<file path="config.mk">
export PLATFORM = sky130hd
export DESIGN_NAME = status_report_packer
export DESIGN_NICKNAME = d
export VERILOG_FILES = /design/src/rtl/status_report_packer.sv
export SDC_FILE = /design/constraint.sdc
export NUM_CORES = 1
export LEC_CHECK = 0
export CORE_ASPECT_RATIO = 0.75
export CORE_MARGIN = 5
export CORE_UTILIZATION = 55
export CTS_BUF_LIST = sky130_fd_sc_hd__clkbuf_8 sky130_fd_sc_hd__clkbuf_16
export DETAILED_ROUTE_END_ITERATION = 16
export PLACE_DENSITY = 0.83
export REMOVE_ABC_BUFFERS = 1
export SETUP_SLACK_MARGIN = 0.5
export SLEW_MARGIN = 20
export SYNTH_ARGS = -nofsm -noshare
export SYNTH_HDL_FRONTEND = slang
export SYNTH_SLANG_ARGS = --single-unit
</file>
<file path="constraint.sdc">
create_clock -name sys_clk -period 8.5 [get_ports sys_clk]
set_input_delay 1.7 -clock sys_clk [delete_from_list [all_inputs] [get_ports sys_clk]]
set_output_delay 1.7 -clock sys_clk [all_outputs]
set_load 0.01 [all_outputs]
</file>
<file path="src/rtl/status_report_packer.sv">
// Buffers time-stamped status records from the channel arbiter and streams
// each one as two 32-bit report words: packed fields, then capture timestamp.
module status_report_packer #(
  parameter int DEPTH = 8,
  parameter int AW    = 3
) (
  input  logic          sys_clk,
  input  logic          sys_rst,
  output logic          status_idle_o,
  input  logic          status_ack_i,
  input  logic          status_ack_type_i,
  input  logic [8:0]    status_VR_id_i,
  input  logic [2:0]    status_VR_FR_i,
  input  logic [4:0]    status_channel_ID_i,
  input  logic [7:0]    status_pos_1st_i,
  input  logic [2:0]    status_pos_2nd_i,
  input  logic [1:0]    status_src_type_i,
  output logic          rpt_valid_o,
  output logic [31:0]   rpt_data_o,
  output logic          rpt_last_o,
  input  logic          rpt_ready_i,
  output logic [AW:0]   fifo_level_o,
  output logic          err_ovf_o
);

  localparam logic [AW:0] DEPTH_L = (AW+1)'(DEPTH);

  typedef enum logic [1:0] {IDLE, W0, W1} state_t;

  // Entry layout: {timestamp[31:0], fields[30:0]}; fields are word0 without its zero LSB.
  logic [62:0]   mem [DEPTH];
  logic [AW-1:0] wr_ptr_reg, rd_ptr_reg;
  logic [AW:0]   level_reg, level_next;
  logic [31:0]   ts_reg, ts_hold_reg;
  logic [31:0]   data_reg;
  logic          idle_reg, valid_reg, last_reg, err_reg;
  state_t        state_reg, state_next;
  logic          push, pop, load0, load1, drop;
  logic [62:0]   head;
  logic [30:0]   fields;

  assign fields = {status_ack_type_i, status_src_type_i, status_pos_2nd_i,
                   status_VR_FR_i, status_channel_ID_i, status_VR_id_i,
                   status_pos_1st_i};
  assign head   = mem[rd_ptr_reg];
  assign push   = status_ack_i && (level_reg != DEPTH_L);
  assign level_next = level_reg + (AW+1)'(push) - (AW+1)'(pop);

  always_comb begin
    state_next = state_reg;
    pop        = 1'b0;
    load0      = 1'b0;
    load1      = 1'b0;
    drop       = 1'b0;
    case (state_reg)
      IDLE: begin
        if (level_reg != '0) begin
          pop        = 1'b1;
          load0      = 1'b1;
          state_next = W0;
        end
      end
      W0: begin
        if (valid_reg && rpt_ready_i) begin
          load1      = 1'b1;
          state_next = W1;
        end
      end
      W1: begin
        if (valid_reg && rpt_ready_i) begin
          if (level_reg != '0) begin
            // Next record follows its predecessor's last word with no bubble.
            pop        = 1'b1;
            load0      = 1'b1;
            state_next = W0;
          end else begin
            drop       = 1'b1;
            state_next = IDLE;
          end
        end
      end
      default: state_next = IDLE;
    endcase
  end

  always_ff @(posedge sys_clk) begin
    if (push) begin
      mem[wr_ptr_reg] <= {ts_reg, fields};
    end
  end

  always_ff @(posedge sys_clk) begin
    if (sys_rst) begin
      ts_reg      <= '0;
      ts_hold_reg <= '0;
      wr_ptr_reg  <= '0;
      rd_ptr_reg  <= '0;
      level_reg   <= '0;
      state_reg   <= IDLE;
      idle_reg    <= 1'b0;
      valid_reg   <= 1'b0;
      last_reg    <= 1'b0;
      data_reg    <= '0;
      err_reg     <= 1'b0;
    end else begin
      ts_reg    <= ts_reg + 32'd1;
      state_reg <= state_next;
      level_reg <= level_next;
      // Dropping idle after each ack re-arms the arbiter's idle-protect.
      idle_reg  <= !status_ack_i && (level_next < DEPTH_L);
      if (push) begin
        wr_ptr_reg <= wr_ptr_reg + AW'(1);
      end
      if (pop) begin
        rd_ptr_reg <= rd_ptr_reg + AW'(1);
      end
      if (status_ack_i && (level_reg == DEPTH_L)) begin
        err_reg <= 1'b1;
      end
      if (load0) begin
        data_reg    <= {head[30:0], 1'b0};
        ts_hold_reg <= head[62:31];
        valid_reg   <= 1'b1;
        last_reg    <= 1'b0;
      end else if (load1) begin
        data_reg <= ts_hold_reg;
        last_reg <= 1'b1;
      end else if (drop) begin
        valid_reg <= 1'b0;
        last_reg  <= 1'b0;
      end
    end
  end

  assign status_idle_o = idle_reg;
  assign rpt_valid_o   = valid_reg;
  assign rpt_data_o    = data_reg;
  assign rpt_last_o    = last_reg;
  assign fifo_level_o  = level_reg;
  assign err_ovf_o     = err_reg;

endmodule
</file>
==> metrics.md <==
| Metric | Value |
|---|---|
| Outcome | `completed` |
| Number of enable flip-flop cells after synthesis | `504` |
| Sinks on Clock Net | `619` |
| Clk root buf | `sky130_fd_sc_hd__clkbuf_16` |
| Share of the cycle needed by the critical path after routing | `0.476` |
| Synthesis Warnings | `0` |
| Total grt overflow | `0` |
| Multiplexer area fraction after synthesis | `0.135` |
| Cell area after synthesis | `23500 um^2` |
| Most used cells in the layout excluding fill and tap cells | `sky130_fd_sc_hd__edfxtp_1, sky130_fd_sc_hd__mux4_2, sky130_fd_sc_hd__dfxtp_1` |
| Critical path class | `input port to register` |
| Mean number of vias per cell | `6.12` |
| Cells after DPL | `1873` |
| Async set or reset register ratio after synthesis | `0` |
| Total detailed-routing wirelength | `48200 um` |
| Register with the highest flop count | `mem` |
| Remaining design rule violation count | `0` |
| Largest family of logic cells by synthesized area | `multiplexers` |
| Initial antenna violation count | `0` |
| Core Footprint | `42200 um^2` |
| CTS Buf Count | `54` |
| Post-synthesis simple-gate area fraction | `0.0518` |
| Crit. End Element | `register` |
| Initial DRC count | `1218` |
| Startpoint class of the critical path | `input port` |
| Share of post-route cells with drive strength above 1 | `0.174` |
| Clock transition at the registers of the reported paths | `0.06 ns` |
| Die height | `189 um` |
| Dominant synthesized flop cell | `sky130_fd_sc_hd__edfxtp_1` |
| Antenna diode instance count | `0` |
| Design area | `26600 um^2` |
| Largest clock skew in the final design | `0.0181 ns` |
| Distinct cell type count of the synthesized netlist | `43` |
| P per Cell Area | `293 nW/um^2` |
| Worst hold margin | `0.488 ns` |
| Via count of the routed design | `12100` |
| # IOs | `75` |
| Dpl hpwl | `24700 um` |
| Setup-failing EPs final | `0` |
| Number of failing hold endpoints at the final stage | `0` |
| Placed cell area | `24800 um^2` |
| Number of gates resized after CTS | `0` |
| Largest net degree at the start of global routing | `74` |
| Aggregate global-route resource usage | `0.206` |
| Width of the die | `249 um` |
| Layout Area Growth over Synthesis | `13.1%` |
| Post-DR wirelength/cell | `24.4 um` |
| Number of nets at the end of the flow | `1404` |
| Mean cell area of the mapped netlist | `18.2 um^2` |
| Most common cell after layout, fill and taps aside | `sky130_fd_sc_hd__edfxtp_1` |
| Clock period minus worst slack | `4.05 ns` |
| Leakage dissipation | `8.37 nW` |
| Cell accounting for the most synthesized area | `sky130_fd_sc_hd__edfxtp_1` |
| H-tree Lvls | `2` |
| CTS tree | `yes` |
| Share of the synthesized area in compound gates (AO/OA/AOI/OAI) | `0.0446` |
| Share of synthesized area occupied by flip-flops and latches | `0.741` |
| Required time at the worst-slack endpoint | `8.71 ns` |
| Clock buffer depth | `3` |
| I/O Buffers | `74` |
| IR drop worst, VDD | `0.210 mV` |
| Total count of max-transition violations in the final report | `0` |
| Post-route ant nets | `0` |
| Portion of synthesized cell area occupied by the leading cell type | `0.643` |
| Crit path arrival time | `4.26 ns` |
| Largest register FFs | `504` |
| First-pass GRT wire length | `75800 um` |
| Source-to-sink clock delay at the later pin of the worst-skew pair | `0.59 ns` |
| Post-Layout Cell Count | `1975` |
| Worst slew slack as a fraction of its limit | `0.257` |
| Overall die area | `47100 um^2` |
| Final Power | `7.79 mW` |
| Maximum fanout along the worst path | `38` |
| XOR/XNOR share of the synthesized area | `0.00596` |
| Routability cong. | `0.741` |
| Number of max-cap violations | `0` |
| Peak Freq | `247 MHz` |
| Number of placement rows | `65` |
| Post-CTS Setup Bufs | `0` |
| Setup repair after global routing missed its margin | `no` |
| Adder and majority gate portion of the synthesized area | `0.00510` |
| Transition time at the pin with the least slew margin | `1.12 ns` |
| Class of the tightest hold or removal check | `register to register` |
| Setup Total Neg Slack | `0 ns` |
| FF+latch count, synth | `619` |
| Top cells by area in the synthesized netlist | `sky130_fd_sc_hd__edfxtp_1, sky130_fd_sc_hd__mux4_2, sky130_fd_sc_hd__dfxtp_1, sky130_fd_sc_hd__a211oi_1, sky130_fd_sc_hd__mux2i_1` |
| Initial Util | `0.557` |
| Vias in the first global route | `12700` |
| Cts hold-fix bufs | `0` |
| Gate count after technology mapping | `1291` |
| First drt pass iteration count | `5` |
-- worst max-delay path: stages --
cell	delay [ns]
sky130_fd_sc_hd__clkdlybuf4s50_1	0.59
sky130_fd_sc_hd__nand3_1	0.35
sky130_fd_sc_hd__nor2_4	0.88
sky130_fd_sc_hd__buf_4	0.70
-- cell type report --
cell class / instances / area (um^2)
Timing Repair Buffer: 92 / 873
Sequential cell: 619 / 17400
Clock buffer: 68 / 1580
Tap cell: 569 / 712
Clock inverter: 34 / 194
Inverter: 11 / 41.3
Fill cell: 2792 / 15600
Multi-Input combinational cell: 582 / 5770
-- final timing paths --
| check | startpoint | to | slack (ns) | cells after the start |
|---|---|---|---|---|
| max | status_ack_i | mem[7][23] | 4.45 | 4 |
| min | rpt_data_o[23] | rpt_data_o[23] | 0.49 | 2 |
| max reg2reg | register | rpt_data_o[10] | 5.29 | 6 |
| min reg2reg | rpt_data_o[23] | rpt_data_o[23] | 0.49 | 2 |
-- synth_stat cells, types with 2 or more instances --
library cell,number
sky130_fd_sc_hd__or3b_2,2
sky130_fd_sc_hd__nor2_1,63
sky130_fd_sc_hd__nor4_1,5
sky130_fd_sc_hd__mux4_2,126
sky130_fd_sc_hd__o31ai_1,10
sky130_fd_sc_hd__and3_1,3
sky130_fd_sc_hd__clkbuf_1,44
sky130_fd_sc_hd__mux2i_1,33
sky130_fd_sc_hd__buf_1,10
sky130_fd_sc_hd__xor2_1,5
sky130_fd_sc_hd__nand2b_1,4
sky130_fd_sc_hd__ha_1,8
sky130_fd_sc_hd__nor3_1,7
sky130_fd_sc_hd__or4_1,11
sky130_fd_sc_hd__and4_1,3
sky130_fd_sc_hd__a21oi_1,28
sky130_fd_sc_hd__xnor2_1,11
sky130_fd_sc_hd__nand4_1,7
sky130_fd_sc_hd__nand2_1,80
sky130_fd_sc_hd__or3_1,9
sky130_fd_sc_hd__dfxtp_1,115
sky130_fd_sc_hd__nor3b_1,3
sky130_fd_sc_hd__nand3_1,13
sky130_fd_sc_hd__buf_2,20
sky130_fd_sc_hd__buf_6,2
sky130_fd_sc_hd__buf_4,2
sky130_fd_sc_hd__inv_1,11
sky130_fd_sc_hd__a311oi_1,31
sky130_fd_sc_hd__o21ai_0,12
sky130_fd_sc_hd__edfxtp_1,504
sky130_fd_sc_hd__a211oi_1,64
sky130_fd_sc_hd__nor2b_1,34
-- metrics by stage --
stage	worst slack, ns	util
6_report	4.45	0.631
3_5_place_dp	3.90	0.589
3_3_place_gp	3.94	0.589
2_1_floorplan	1.53	-
5_1_grt	4.37	0.631
4_1_cts	4.47	0.631
-- report_power, final --
group          switching, mW  leakage, nW  internal (mW)  total (mW)
clock network           1.05        0.956           1.36        2.41
registers              0.203         5.59           3.53        3.73
logic                  0.839         1.82          0.803        1.64
-- metal layers --
layer	global-route usage	up-vias	share of wire
met1	0.297	6266	0.42
met3	0.0284	68	0.065
met5	0	-	0
met4	0.0426	0	0.016
met2	0.344	450	0.50
li1	-	5311	-
-- cell families (layout without fill, tap and decap cells) --
group / Yosys count / count (layout)
xor+xnor: 16 / 16
fa+ha+maj: 9 / 9
mux: 160 / 160
flops: 619 / 619
compound gates: 148 / 148
simple gates: 249 / 249
buf+inv: 90 / 205
No activity file was read; power rests on OpenSTA's default activity.
